===== src/rtl/aes_round_ctrl.sv =====
// AES-128 round sequencer: orders load/ARK/SubBytes/ShiftRows/MixColumns enables and round-key fetch.
// Optional abort input enabled by defining AES_CTRL_ABORT_EN.
module aes_round_ctrl #(
    parameter int NUM_ROUNDS = 10
) (
    input  logic       clk,
    input  logic       rst,
    input  logic       start,
`ifdef AES_CTRL_ABORT_EN
    input  logic       abort,
`endif
    input  logic       key_valid,
    output logic       load_en,
    output logic       sub_en,
    output logic       shift_en,
    output logic       mix_en,
    output logic       ark_en,
    output logic       key_req,
    output logic [3:0] key_round,
    output logic       busy,
    output logic       done
);

    typedef enum logic [2:0] {
        S_IDLE,
        S_KEY,
        S_ARK,
        S_SUB,
        S_SHIFT,
        S_MIX,
        S_DONE
    } state_t;

    localparam logic [3:0] LAST_ROUND = 4'(NUM_ROUNDS);

    state_t     state_q, state_d;
    logic [3:0] round_q, round_d;
    logic       abort_hit;

`ifdef AES_CTRL_ABORT_EN
    assign abort_hit = abort && (state_q != S_IDLE);
`else
    assign abort_hit = 1'b0;
`endif

    always_ff @(posedge clk or posedge rst) begin
        if (rst) begin
            state_q <= S_IDLE;
            round_q <= 4'd0;
        end else begin
            state_q <= state_d;
            round_q <= round_d;
        end
    end

    always_comb begin
        state_d = state_q;
        round_d = round_q;
        case (state_q)
            S_IDLE: begin
                if (start) begin
                    state_d = S_KEY;
                    round_d = 4'd0;
                end
            end
            S_KEY: begin
                if (key_valid) state_d = S_ARK;
            end
            S_ARK: begin
                // Counter saturates at the final round; the last ARK goes straight to DONE.
                if (round_q == LAST_ROUND) begin
                    state_d = S_DONE;
                end else begin
                    round_d = round_q + 4'd1;
                    state_d = S_SUB;
                end
            end
            S_SUB:   state_d = S_SHIFT;
            S_SHIFT: state_d = (round_q == LAST_ROUND) ? S_KEY : S_MIX;
            S_MIX:   state_d = S_KEY;
            S_DONE:  state_d = S_IDLE;
            default: state_d = S_IDLE;
        endcase
        if (abort_hit) begin
            state_d = S_IDLE;
            round_d = 4'd0;
        end
    end

    always_comb begin
        load_en  = 1'b0;
        sub_en   = 1'b0;
        shift_en = 1'b0;
        mix_en   = 1'b0;
        ark_en   = 1'b0;
        key_req  = 1'b0;
        done     = 1'b0;
        busy     = (state_q != S_IDLE);
        case (state_q)
            S_IDLE:  load_en  = start;
            S_KEY:   key_req  = 1'b1;
            S_ARK:   ark_en   = 1'b1;
            S_SUB:   sub_en   = 1'b1;
            S_SHIFT: shift_en = 1'b1;
            S_MIX:   mix_en   = 1'b1;
            S_DONE:  done     = 1'b1;
            default: ;
        endcase
    end

    assign key_round = round_q;

endmodule


===== config.mk =====
export PLATFORM = sky130hd
export DESIGN_NAME = aes_round_ctrl
export DESIGN_NICKNAME = d
export VERILOG_FILES = /design/src/rtl/aes_round_ctrl.sv
export SDC_FILE = /design/constraint.sdc
export NUM_CORES = 1
export LEC_CHECK = 0
export CORE_AREA = 2 2 39 41
export DETAILED_ROUTE_END_ITERATION = 10
export DIE_AREA = 0 0 41 43
export SLEW_MARGIN = 15
export SYNTH_ARGS = -nofsm -noshare
export SYNTH_HDL_FRONTEND = slang
export SYNTH_SLANG_ARGS = --single-unit

===== constraint.sdc =====
create_clock -name clk -period 3.94 [get_ports clk]
set_clock_uncertainty 0.2 [all_clocks]
set_input_delay 0.788 -clock clk [delete_from_list [all_inputs] [get_ports clk]]
set_output_delay 0.788 -clock clk [all_outputs]
set_load 0.005 [all_outputs]

==> key figures <==
Run status
  • Result of the run: finished clean

Global routing
  • Number of global-route vias before repair: 359
  • Wire length of the first global-routing pass: 1.58 mm
  • Met3 GRT Util: 3.14%
  • Maximum number of pins on one net before global-route repair: 13
  • Total global routing track utilization: 13.8%
  • Met1 global-route usage: 19.3%
  • Global-route track usage on met2: 16.9%
  • Number of antenna violations at the first check in global routing: 0
  • Global routing's busiest layer: met1
  • Gr ovfl total: 0

Floorplan
  • Die width: 41 um
  • Number of I/O pins: 16
  • Vert. Die Dim: 43 um
  • Die footprint: 1760 um^2
  • Initial Utilization: 32.5%
  • Row count: 14
  • Area inside the core boundary: 1380 um^2

Power and ir drop
  • Sequential group share of total power: 36.7%
  • Cell-internal power: 240 uW
  • Net Switching: 142 uW
  • Share of total power in the clock network: 17.4%
  • Leak: 0.000310 uW
  • Pwr Density: 606 nW/um^2
  • Proportion of total power due to net switching: 37.1%
  • Combinational power share: 46.0%
  • Max IR drop VDD: 0.249 mV
  • PnR Total Power: 382 uW

Place
  • Worst setup slack before clock tree synthesis: 0.617 ns
  • Detailed Place HPWL: 755 um
  • Placer congestion estimate: 0.695
  • Buffers added on ports: 15

Synthesis
  • Share of flip-flops with an asynchronous set or reset: 100%
  • Synth top cells by count: sky130_fd_sc_hd__dfrtp_1, sky130_fd_sc_hd__nand2_1, sky130_fd_sc_hd__inv_1
  • Post-Synthesis Net Count: 55
  • Most common flop cell mapped by yosys: sky130_fd_sc_hd__dfrtp_1
  • Warnings from Yosys: 0
  • Sequential element share of the synthesized area: 38.9%
  • Cells after Synth: 49
  • Mean instance size in the synthesized netlist: 9.19 um^2
  • Number of enable-type register cells in the synthesized netlist: 0
  • Post-synth cell types: 22
  • Post-Syn Area: 450 um^2
  • Most instantiated library cell after synthesis: sky130_fd_sc_hd__dfrtp_1
  • Largest cells by area after synthesis: sky130_fd_sc_hd__dfrtp_1, sky130_fd_sc_hd__mux2i_1, sky130_fd_sc_hd__ha_1, sky130_fd_sc_hd__nand2_1, sky130_fd_sc_hd__inv_1
  • Post-synthesis register bit count: 7
  • Cell accounting for the most synthesized area: sky130_fd_sc_hd__dfrtp_1
  • Fraction of post-synthesis cell area in the top cell type by area: 38.9%

Route
  • Count of antenna-violating nets left after detailed routing: 0
  • Total wirelength of the detailed-routed design: 1.01 mm
  • Routed wire per std cell: 12.3 um
  • Remaining DRCs: 0
  • Detailed-route vias per instance: 4.83
  • First-pass iteration count of the detailed router: 4
  • Vias after detailed routing: 396
  • Starting DRT DRC Count: 8

Clock tree
  • Post-CTS Setup Repair Bufs: 0
  • Maximum level of the CTS H-tree: 1
  • Hold buffer count at CTS: 0
  • Clock slew seen by the registers of the worst setup and hold paths: 0.05 ns
  • Clock network latency to the later pin of the worst-skew pair: 0.25 ns
  • TritonCTS clock tree: done
  • Number of buffers created by CTS: 3
  • CTS Root Buffer Type: sky130_fd_sc_hd__clkbuf_4
  • Clock net sink count: 7
  • Maximum count of clock buffers along a single path: 2
  • Post-cts repair resize count: 0

Critical path
  • Worst Path Required: 2.95 ns
  • Startpoint type of the worst setup path: primary input
  • Maximum fanout along the worst path: 4
  • Critical path arrival: 2.34 ns
  • Critical Path End Type: output port
  • Crit Path Class: in -> out

Final layout
  • Net count reported at finish: 73
  • Number of inserted diodes: 0
  • Synth-to-Final Area Change: 40.0%
  • Fraction of layout cells with a size suffix above 1: 9.09%

Timing
  • Shortest period the worst path allows: 3.33 ns
  • Transition time at the pin with the least slew margin: 0.412 ns
  • Accumulated negative setup slack: 0 ns
  • Setup repair after global routing missed its margin: no
  • Worst slew margin: 72.5%
  • Final Cycle Share: 84.5%
  • Total count of max-transition violations in the final report: 0
  • Slack of the critical path: 0.609 ns
  • Final number of hold-violating endpoints: 0
  • Final setup violation count: 0
  • Achievable Freq: 0.300 GHz

Run
  • Max-cap violations: 0

Min path
  • Worst hold-check path type: reg -> reg
[layout make-up]
type                    count  area (um^2)
inverters                   5         18.8
flip-flops and latches      7          175
well taps                  16         20.0
fillers                   152          753
clock buffers               4         26.3
repair buffers             15          150
multi-input cells          35          240
[cell usage in the layout, fill, tap and decap left out]
| cell type | synthesis | layout |
|---|---|---|
| sky130_fd_sc_hd__nor3b_4 | 1 | 1 |
| sky130_fd_sc_hd__nor2_1 | 3 | 3 |
| sky130_fd_sc_hd__a211o_1 | 1 | 1 |
| sky130_fd_sc_hd__mux2i_1 | 4 | 4 |
| sky130_fd_sc_hd__clkbuf_4 | 0 | 3 |
| sky130_fd_sc_hd__inv_1 | 5 | 5 |
| sky130_fd_sc_hd__dfrtp_1 | 7 | 7 |
| sky130_fd_sc_hd__clkbuf_1 | 0 | 1 |
| sky130_fd_sc_hd__clkdlybuf4s50_1 | 0 | 15 |
| sky130_fd_sc_hd__nand2_1 | 6 | 6 |
| sky130_fd_sc_hd__or2b_1 | 1 | 1 |
| sky130_fd_sc_hd__nand4_1 | 1 | 1 |
| sky130_fd_sc_hd__or4b_4 | 1 | 1 |
| sky130_fd_sc_hd__and3_2 | 1 | 1 |
| sky130_fd_sc_hd__ha_1 | 2 | 2 |
| sky130_fd_sc_hd__o21ai_0 | 2 | 2 |
| sky130_fd_sc_hd__a21oi_1 | 1 | 1 |
| sky130_fd_sc_hd__nor3_1 | 3 | 3 |
| sky130_fd_sc_hd__nor2b_1 | 1 | 1 |
| sky130_fd_sc_hd__nand3b_1 | 1 | 1 |
| sky130_fd_sc_hd__nand3_1 | 3 | 3 |
| sky130_fd_sc_hd__and3_1 | 2 | 2 |
| sky130_fd_sc_hd__o31ai_1 | 1 | 1 |
[worst paths after layout]
check	from	end	slack, ns	cells after the start
max in group asynchronous	rst	key_round[2]$_DFFE_PP0P_	2.74	2
min in group asynchronous	rst	key_round[1]$_DFFE_PP0P_	0.58	2
hold reg to reg	key_round[2]$_DFFE_PP0P_	key_round[2]$_DFFE_PP0P_	0.33	1
hold / removal	key_round[2]$_DFFE_PP0P_	key_round[2]$_DFFE_PP0P_	0.33	1
setup / recovery	start	load_en	0.61	4
setup reg to reg	state_q[0]$_DFFE_PP0P_	key_round[3]$_DFFE_PP0P_	2.31	3
[through the flow]
step           hold WS [ns]  instance area, um^2  cells  utilization, %
5_1_grt               0.353                  631     82            45.6
3_5_place_dp          0.318                  604     78            43.7
3_3_place_gp          0.301                  604     78            43.7
2_1_floorplan         0.290                  450     49               -
6_report              0.328                  631     82            45.6
4_1_cts               0.327                  631     82            45.6
[flip-flops by register name, indices dropped and copies added (netlist names)]
register,cells
state_q,3
key_round,4
[critical path, stage by stage]
cell	delay, ns
sky130_fd_sc_hd__clkdlybuf4s50_1	0.50
sky130_fd_sc_hd__or4b_4	0.50
sky130_fd_sc_hd__inv_1	0.07
sky130_fd_sc_hd__clkdlybuf4s50_1	0.49
[kinds of logic (layout without fill, tap and decap cells)]
kind of cell | Yosys count | in the layout | share of synthesized area, %
multiplexers | 4 | 4 | 8.89
buffers and inverters | 7 | 24 | 7.78
adder cells (fa/ha/maj) | 2 | 2 | 5.55
AO/OA/AOI/OAI | 5 | 5 | 6.94
AND/OR/NAND/NOR | 24 | 24 | 31.9
flip-flops | 7 | 7 | 38.9
[routing by layer]
layer  part of all wire (%)  up-vias
met2                     43       10
met5                      0        -
li1                       -      202
met3                    4.3        2
met4                    1.9        0
met1                     50      182
[power by group through the flow]
stage | sequential (uW) | combinational [uW] | clock (uW)
2_1_floorplan | 117 | 115 | 0
3_3_place_gp | 140 | 175 | 0
3_5_place_dp | 141 | 177 | 0
4_1_cts | 139 | 179 | 69.2
5_1_grt | 145 | 196 | 74.2
6_report | 140 | 176 | 66.4
No activity file was read; power rests on OpenSTA's default activity.
